--- src/rtl/program_sequencer.sv ---
// Program sequencer: fetch/load/exec control, PC and return-address stack.
// Define STACK_OVF_TRAP_EN to trap stack overflow/underflow into HALT.
module program_sequencer #(
    parameter int ADDR_WIDTH  = 8,
    parameter int INSTR_WIDTH = 5,
    parameter int OPND_WIDTH  = ADDR_WIDTH,
    parameter int STACK_DEPTH = 4
) (
    input  logic                              CLK,
    input  logic                              nRST,
    output logic [ADDR_WIDTH-1:0]             PROG_ADDR,
    output logic                              PROG_RE,
    input  logic [INSTR_WIDTH+OPND_WIDTH-1:0] PROG_DATA,
    output logic [INSTR_WIDTH-1:0]            INSTRUCTION,
    output logic [OPND_WIDTH-1:0]             OPERAND,
    output logic                              INSTR_VALID,
    input  logic [1:0]                        JUMP,
    input  logic                              CE_STACK,
    input  logic                              nRW_STACK,
    input  logic                              STACK_SEL,
    input  logic                              PC_SEL,
    input  logic                              RESET_INSTR,
    input  logic                              ZERO,
    input  logic                              STALL,
    output logic [ADDR_WIDTH-1:0]             PC,
    output logic                              STACK_ERR
);

    localparam int SP_W  = $clog2(STACK_DEPTH + 1);
    localparam int IDX_W = (STACK_DEPTH > 1) ? $clog2(STACK_DEPTH) : 1;
    localparam int IR_W  = INSTR_WIDTH + OPND_WIDTH;

    typedef enum logic [1:0] {
        FETCH = 2'd0,
        LOAD  = 2'd1,
        EXEC  = 2'd2,
        HALT  = 2'd3
    } state_t;

    state_t                state_q;
    state_t                state_d;
    logic [ADDR_WIDTH-1:0] pc_q;
    logic [ADDR_WIDTH-1:0] pc_d;
    logic [SP_W-1:0]       sp_q;
    logic [SP_W-1:0]       sp_d;
    logic [IR_W-1:0]       ir_q;
    logic [ADDR_WIDTH-1:0] stack_q [STACK_DEPTH];

    logic                   ir_load;
    logic                   push;
    logic [INSTR_WIDTH-1:0] ir_op;
    logic [OPND_WIDTH-1:0]  ir_opnd;
    logic [ADDR_WIDTH-1:0]  opnd_addr;
    logic [ADDR_WIDTH-1:0]  pc_inc;
    logic [SP_W-1:0]        sp_dec;
    logic [IDX_W-1:0]       wr_idx;
    logic [IDX_W-1:0]       top_idx;
    logic [ADDR_WIDTH-1:0]  top;
    logic                   full;
    logic                   empty;
    logic                   is_call;
    logic                   is_ret;
    logic                   take_jump;
`ifdef STACK_OVF_TRAP_EN
    logic                   err_q;
    logic                   err_set;
`endif

    assign ir_op     = ir_q[IR_W-1 -: INSTR_WIDTH];
    assign ir_opnd   = ir_q[OPND_WIDTH-1:0];
    assign opnd_addr = ADDR_WIDTH'(ir_opnd);
    assign pc_inc    = pc_q + ADDR_WIDTH'(1);
    assign sp_dec    = sp_q - SP_W'(1);
    assign wr_idx    = sp_q[IDX_W-1:0];
    assign top_idx   = sp_dec[IDX_W-1:0];
    assign top       = stack_q[top_idx];
    assign full      = (sp_q == SP_W'(STACK_DEPTH));
    assign empty     = (sp_q == '0);
    assign is_call   = CE_STACK & nRW_STACK & STACK_SEL;
    assign is_ret    = CE_STACK & ~nRW_STACK & PC_SEL;
    assign take_jump = (JUMP == 2'b11)
                     | ((JUMP == 2'b01) & ZERO)
                     | ((JUMP == 2'b10) & ~ZERO);

    // Next state, next PC/SP and stack push decision
    always_comb begin
        state_d = state_q;
        pc_d    = pc_q;
        sp_d    = sp_q;
        ir_load = 1'b0;
        push    = 1'b0;
`ifdef STACK_OVF_TRAP_EN
        err_set = 1'b0;
`endif
        unique case (state_q)
            FETCH: state_d = LOAD;
            LOAD: begin
                state_d = EXEC;
                ir_load = 1'b1;
            end
            EXEC: begin
                if (!STALL) begin
                    state_d = FETCH;
                    if (!RESET_INSTR) begin
                        pc_d = '0;
                        sp_d = '0;
                    end else if (is_ret) begin
                        if (empty) begin
`ifdef STACK_OVF_TRAP_EN
                            err_set = 1'b1;
                            state_d = HALT;
`else
                            pc_d = '0;
`endif
                        end else begin
                            pc_d = top;
                            sp_d = sp_dec;
                        end
                    end else if (is_call) begin
                        if (full) begin
`ifdef STACK_OVF_TRAP_EN
                            err_set = 1'b1;
                            state_d = HALT;
`else
                            pc_d = opnd_addr;
`endif
                        end else begin
                            push = 1'b1;
                            pc_d = opnd_addr;
                            sp_d = sp_q + SP_W'(1);
                        end
                    end else if (take_jump) begin
                        pc_d = opnd_addr;
                    end else begin
                        pc_d = pc_inc;
                    end
                end
            end
            HALT: state_d = HALT;
        endcase
    end

    // State, PC, SP, instruction register and stack storage
    always_ff @(posedge CLK or negedge nRST) begin
        if (!nRST) begin
            state_q <= FETCH;
            pc_q    <= '0;
            sp_q    <= '0;
            ir_q    <= '0;
            for (int i = 0; i < STACK_DEPTH; i++) begin
                stack_q[i] <= '0;
            end
        end else begin
            state_q <= state_d;
            pc_q    <= pc_d;
            sp_q    <= sp_d;
            if (ir_load) begin
                ir_q <= PROG_DATA;
            end
            if (push) begin
                stack_q[wr_idx] <= pc_inc;
            end
        end
    end

`ifdef STACK_OVF_TRAP_EN
    // Sticky stack fault, cleared only by reset
    always_ff @(posedge CLK or negedge nRST) begin
        if (!nRST) begin
            err_q <= 1'b0;
        end else if (err_set) begin
            err_q <= 1'b1;
        end
    end

    assign STACK_ERR = err_q;
`else
    assign STACK_ERR = 1'b0;
`endif

    // Memory interface and decoder-facing outputs
    always_comb begin
        PROG_ADDR   = pc_q;
        PC          = pc_q;
        PROG_RE     = (state_q == FETCH);
        INSTR_VALID = (state_q == EXEC);
        INSTRUCTION = '0;
        OPERAND     = '0;
        if (state_q == EXEC) begin
            INSTRUCTION = ir_op;
            OPERAND     = ir_opnd;
        end
    end

endmodule

--- config.mk ---
export PLATFORM = sky130hd
export DESIGN_NAME = program_sequencer
export DESIGN_NICKNAME = d
export VERILOG_FILES = /design/src/rtl/program_sequencer.sv
export SDC_FILE = /design/constraint.sdc
export NUM_CORES = 1
export LEC_CHECK = 0
export CAP_MARGIN = 20
export CORE_ASPECT_RATIO = 1.25
export CORE_MARGIN = 3
export CORE_UTILIZATION = 45
export CTS_CLUSTER_SIZE = 24
export DETAILED_ROUTE_END_ITERATION = 16
export DONT_BUFFER_PORTS = 1
export PLACE_DENSITY = 0.57
export SETUP_SLACK_MARGIN = 0.5
export SYNTH_ARGS = -nofsm -noshare
export SYNTH_HDL_FRONTEND = slang
export SYNTH_SLANG_ARGS = --single-unit
--- constraint.sdc ---
create_clock -name CLK -period 2.4 [get_ports CLK]
set_clock_uncertainty 0.05 [all_clocks]
set_input_delay 0.48 -clock CLK [delete_from_list [all_inputs] [get_ports CLK]]
set_output_delay 0.48 -clock CLK [all_outputs]
set_load 0.005 [all_outputs]
# Yosys cells after proc, flatten, opt, wreduce, memory -nomap -nowiden

Index checks and enable logic that the tools add are counted.

Register bits after elaboration: 58
Input bits: 24
Output and inout bits: 32
Logic and storage cells: 70

Add/subtract/negate cells: 3
$lt $le $gt $ge: 3
Eq/ne operators: 11
Muxes and demuxes: 27
Bitwise gates (word level): 13
Reduce and logical (&&, ||, !) cells: 5

Operators with widths:

| kind                                                       | number |
|---|---|
| two-way mux 8 bit                                          | 9 |
| bitwise mux 32 bit                                         | 1 |
| binary-select mux 8 bit (select 2 bit)                     | 1 |
| demux 8 bit (select 2 bit)                                 | 1 |
| two-way mux 3 bit                                          | 5 |
| adder 8 x 1 -> 8 bit, second input constant                | 1 |
| == test 2 bit, second input constant                       | 4 |
| case mux 2 bit (4 select lines)                            | 1 |
| two-way mux 1 bit                                          | 7 |
| bitwise AND 1 bit                                          | 6 |
| greater-or-equal comparator 3 bit, second input constant   | 2 |
| inverter 2 -> 3 bit                                        | 2 |
| two-way mux 5 bit                                          | 1 |
| AND reduction 5 bit                                        | 1 |
| == test 2 x 1 -> 1 bit, second input constant              | 2 |
| adder 3 x 1 -> 3 bit, second input constant                | 1 |
| == test 3 bit, second input constant                       | 1 |
| logical NOT 3 bit                                          | 1 |
| less-than comparator 3 x 1 -> 1 bit, second input constant | 1 |
| inequality test 3 x 1 -> 1 bit, second input constant      | 1 |
| inequality test 3 x 2 -> 1 bit, second input constant      | 1 |
| inequality test 3 bit, second input constant               | 1 |
| inverter 1 bit                                             | 3 |
| subtractor 3 x 1 -> 3 bit, second input constant           | 1 |
| 6 further kinds                                            | 7 |

# Logic depth before layout (Yosys ltp)

Depth after elaboration: 8
Depth in mapped cells: 8
Depth with buffers taken out: 6

# Worst setup path after synthesis

OpenSTA, ideal clock, no wires.

Path kind: register to register
Start: reg sp_q[0]
End: reg pc_q[5] (netlist: PC[5])
Setup time: 0.129 ns
Data arrival time: 1.949 ns
Data required time: 2.221 ns
Path slack: 0.271 ns
Cell stages (with the launch flop): 8
Path buffers: 2
Period minus slack after synthesis: 2.129 ns
Path through: dfrtp_1 > buf_2 > inv_1 > ha_1 > clkbuf_1 > mux4_2 > a22oi_1 > o31ai_1

Word-level cells in the longest chain between the ends: 8
Elaborated cells between the ends (all ways): 9
Classes of those cells: add/sub (1); mux (6); bitwise (1); reduce/logical (1)

RTL lines:

| what                                                  | RTL line | text |
|---|---|---|
| from (decl)                                           | 44       | `logic [SP_W-1:0] sp_q;` |
| from (signal assigned)                                | 156      | `sp_q <= sp_d;` |
| subtractor 3 x 1 -> 3 bit                             | 73       | `assign sp_dec = sp_q - SP_W'(1);` |
| inverter 2 -> 3 bit (implied by the code)             | 76       | `assign top = stack_q[top_idx];` |
| binary-select mux 8 bit (select 2 bit)                | 76       |  |
| two-way mux 8 bit (implied by the code) (2 in series) | 76       |  |
| two-way mux 8 bit (*)                                 | 108      | `if (empty) begin` |
| two-way mux 8 bit (*)                                 | 107      | `end else if (is_ret) begin` |
| two-way mux 8 bit (*)                                 | 104      | `if (!RESET_INSTR) begin` |
| to (signal assigned)                                  | 155      | `pc_q <= pc_d;` |
| to (decl)                                             | 42       | `logic [ADDR_WIDTH-1:0] pc_q;` |

Every way passes the cells marked *; elsewhere a longest branch is shown, timed or not. The select of a mux whose other input is x is not followed.
A chain may end at the register's enable or synchronous reset.

# Worst setup path in the final report

Start: reg state_q[0]
End: out OPERAND[0]

Word-level cells in the longest chain between the ends: 2

RTL lines:

| what                   | RTL line | text |
|---|---|---|
| from (decl)            | 40       | `state_t state_q;` |
| from (signal assigned) | 154      | `state_q <= state_d;` |
| == test 2 bit          | 189      | `if (state_q == EXEC) begin` |
| two-way mux 8 bit      | 189      |  |
| to (decl)              | 15       | `output logic [OPND_WIDTH-1:0] OPERAND,` |

No other way between the ends.

==> results_dict.tcl <==
set metrics [dict create \
    dieWidth_um 79.0 \
    vdd_drop_max_mv 0.493 \
    fill_cells 592 \
    yosys.cell_count.top_type "dfrtp_1" \
    overflow 0 \
    dpl_worst_slack_ns 0.485 \
    wirelength_mm 6.85 \
    cts_buffers 9 \
    rsz0062_at_grt "false" \
    critPathArrivalTime_ns 1.28 \
    cpMaxStageDelayCell "dfrtp_1" \
    drv_cap 0 \
    ys_warn_count 0 \
    cp.required_ns 1.87 \
    io_buffers 0 \
    grt_pass1_wl_mm 11.1 \
    p_leak_uw 0.00147 \
    ant_nets 0 \
    setup_tns_ns 0 \
    critical_path_class "register to primary output" \
    end_kind "primary output" \
    hpwlAfterDp_mm 4.75 \
    drive_above_1_share_pct 18.5 \
    drc_errors 0 \
    ys_top_cells_by_count "dfrtp_1 (58), nand2_1 (38), o21ai_1 (30), and2_1 (13)" \
    avgSynthCellArea_sq_um 10.6 \
    ff_latch_area_sq_um 1450 \
    period_needed_ns 1.81 \
    antenna_cells 0 \
    async_reset_ff_share_pct 100 \
    wl_per_cell_um 18.2 \
    netlist_instances 282 \
    synth_cell_types 36 \
    ctsLongestPathBuffers 2 \
    row_count 32 \
    fin_nets 322 \
    htreeDepth 3 \
    dpl_cell_area_sq_um 3060 \
    setup_viol 0 \
    clkTransAtPathRegs_ns 0.07 \
    netlist_area_sq_um 3000 \
    fmax_ghz 0.551 \
    critPathMaxFanout 15 \
    cts_sinks 58 \
    multiInputGateArea_sq_um 1410 \
    period_share_pct 75.6 \
    start_kind "register" \
    hold_class "input pin to register" \
    power_density_nw_per_um2 1070 \
    cts_tree "yes" \
    worstSkewPairLatency_ns 0.34 \
    die_h_um 97.2 \
    antenna_found_initial 0 \
    grt_start_max_net_pins 59 \
    drv_slew 0 \
    hold_viol_final 0 \
    synth.area.top_cells "dfrtp_1 (48%), mux4_2 (6.0%), o21ai_1 (5.0%)" \
    synth_top_area_share_pct 48.4 \
    area_delta_synth_final_pct 11.8 \
    yosysSeqAreaShare_pct 48.4 \
    firstDrtPassIters 4 \
    core_area_sq_um 6330 \
    syn-num-nets 317 \
    synth_edf_count 0 \
    synth_flop_cell "dfrtp_1" \
    via_count 2055 \
    die-area_sq_um 7680 \
    viasPerCell 5.45 \
    worst_hold_slack_ns 0.213 \
    io_pins 56 \
    cts_root_buffer "clkbuf_8" \
    grt_usage_pct 19.3 \
    final_core_util_pct 53.0 \
    synth.largest_area_cell "dfrtp_1" \
    status "finished clean" \
    path_cells "inv_2 > ha_4 > buf_12 > and2_1" \
    finalWorstSetupSlack_ns 0.586 \
    place.gp.congestion 0.719 \
    ys_ff_latch 58 \
    drt_iter0_drc 121 \
    crit_path_max_incr_delay_ns 0.39 \
    grt_pass1_vias 2071 \
    start_util_pct 47.4 \
    final_cell_area_sq_um 3350 \
]
==> cell type report <==
cell class	instances	area share, %
flip-flops and latches	58	43.3
multi-input cells	193	42.2
repair buffers	15	4.41
clock buffers	11	4.22
well taps	85	3.17
clock inverters	5	1.61
inverters	10	1.12
==> layout by cell type (no fill, tap or decap), types with 2 or more instances in the layout <==
master / netlist / final
buf_4: 9 / 12
nor2_1: 9 / 9
clkbuf_8: 0 / 10
nand3_1: 8 / 8
ha_1: 11 / 8
o21ai_0: 6 / 6
o21ai_1: 30 / 30
and2_1: 13 / 13
o31ai_1: 3 / 3
mux4_2: 8 / 8
inv_1: 10 / 9
nor3_1: 6 / 6
nand2_1: 38 / 38
nand3b_1: 2 / 2
mux2i_1: 5 / 5
nor2b_1: 2 / 2
nand4_1: 5 / 5
nand2b_1: 3 / 3
mux2_2: 11 / 11
ha_4: 0 / 2
xor2_1: 4 / 4
o21a_1: 3 / 3
mux2_1: 7 / 7
clkinv_2: 0 / 3
a22oi_1: 8 / 8
dfrtp_1: 58 / 58
==> metal layers <==
metal  up-vias  GRT usage, %  wire (um)
met5         -             0          0
met4         0          8.73        111
met3        10          3.34        260
met2        53          30.7       3420
met1       998          25.6       3060
li1        994             -          -
==> flip-flops by register name (all words and copies together) (netlist names) <==
name and cells:
stack_q 32, state_q 2, sp_q 3, ir_q 13, PC 8
==> power breakdown <==
part	switching [uW]	internal [uW]
clock	387	504
combinational	635	577
sequential	246	1220
==> worst paths after layout <==
path | start | endpoint | slack (ns) | cells after the start
max | state_q[0] | OPERAND[0] | 0.59 | 4
min | PROG_DATA[4] | ir_q[4] | 0.21 | 2
max reg2reg | PC[1] | PC[4] | 0.65 | 5
min reg2reg | stack_q[18] | stack_q[18] | 0.43 | 2
max in group asynchronous | nRST | stack_q[15] | 1.42 | 2
min in group asynchronous | nRST | PC[3] | 0.63 | 2
==> kinds of logic after synthesis <==
group,synth area share [%]
flip-flops,48.4
AO/OA/AOI/OAI,10.6
adder cells (fa/ha/maj),4.59
other,0.125
buffers and inverters,5.34
XOR/XNOR,1.46
AND/OR/NAND/NOR,14.9
multiplexers,14.4
==> critical path: cells and delay by family (launching register included) <==
kind          cells  cell delay, ns
buf+inv           2            0.23
simple gates      1            0.15
fa+ha+maj         1            0.17
flops             1            0.39
==> per-stage QoR <==
step / total power (uW) / instances
floorplan: 2340 / 282
global placement: 2570 / 357
detailed placement: 2600 / 357
CTS: 3570 / 376
global route: 3810 / 377
finish: 3570 / 377
==> repair_timing <==
action / 4_1_cts / 5_1_grt
hold buffers: 2 / 0
gates resized for setup: 5 / 4
hold endpoints to repair: 58 / 0
pin swaps: 0 / 0
buffers inserted: 1 / 1
setup endpoints to repair: 19 / 18
Power figures use the tool's default switching activity.
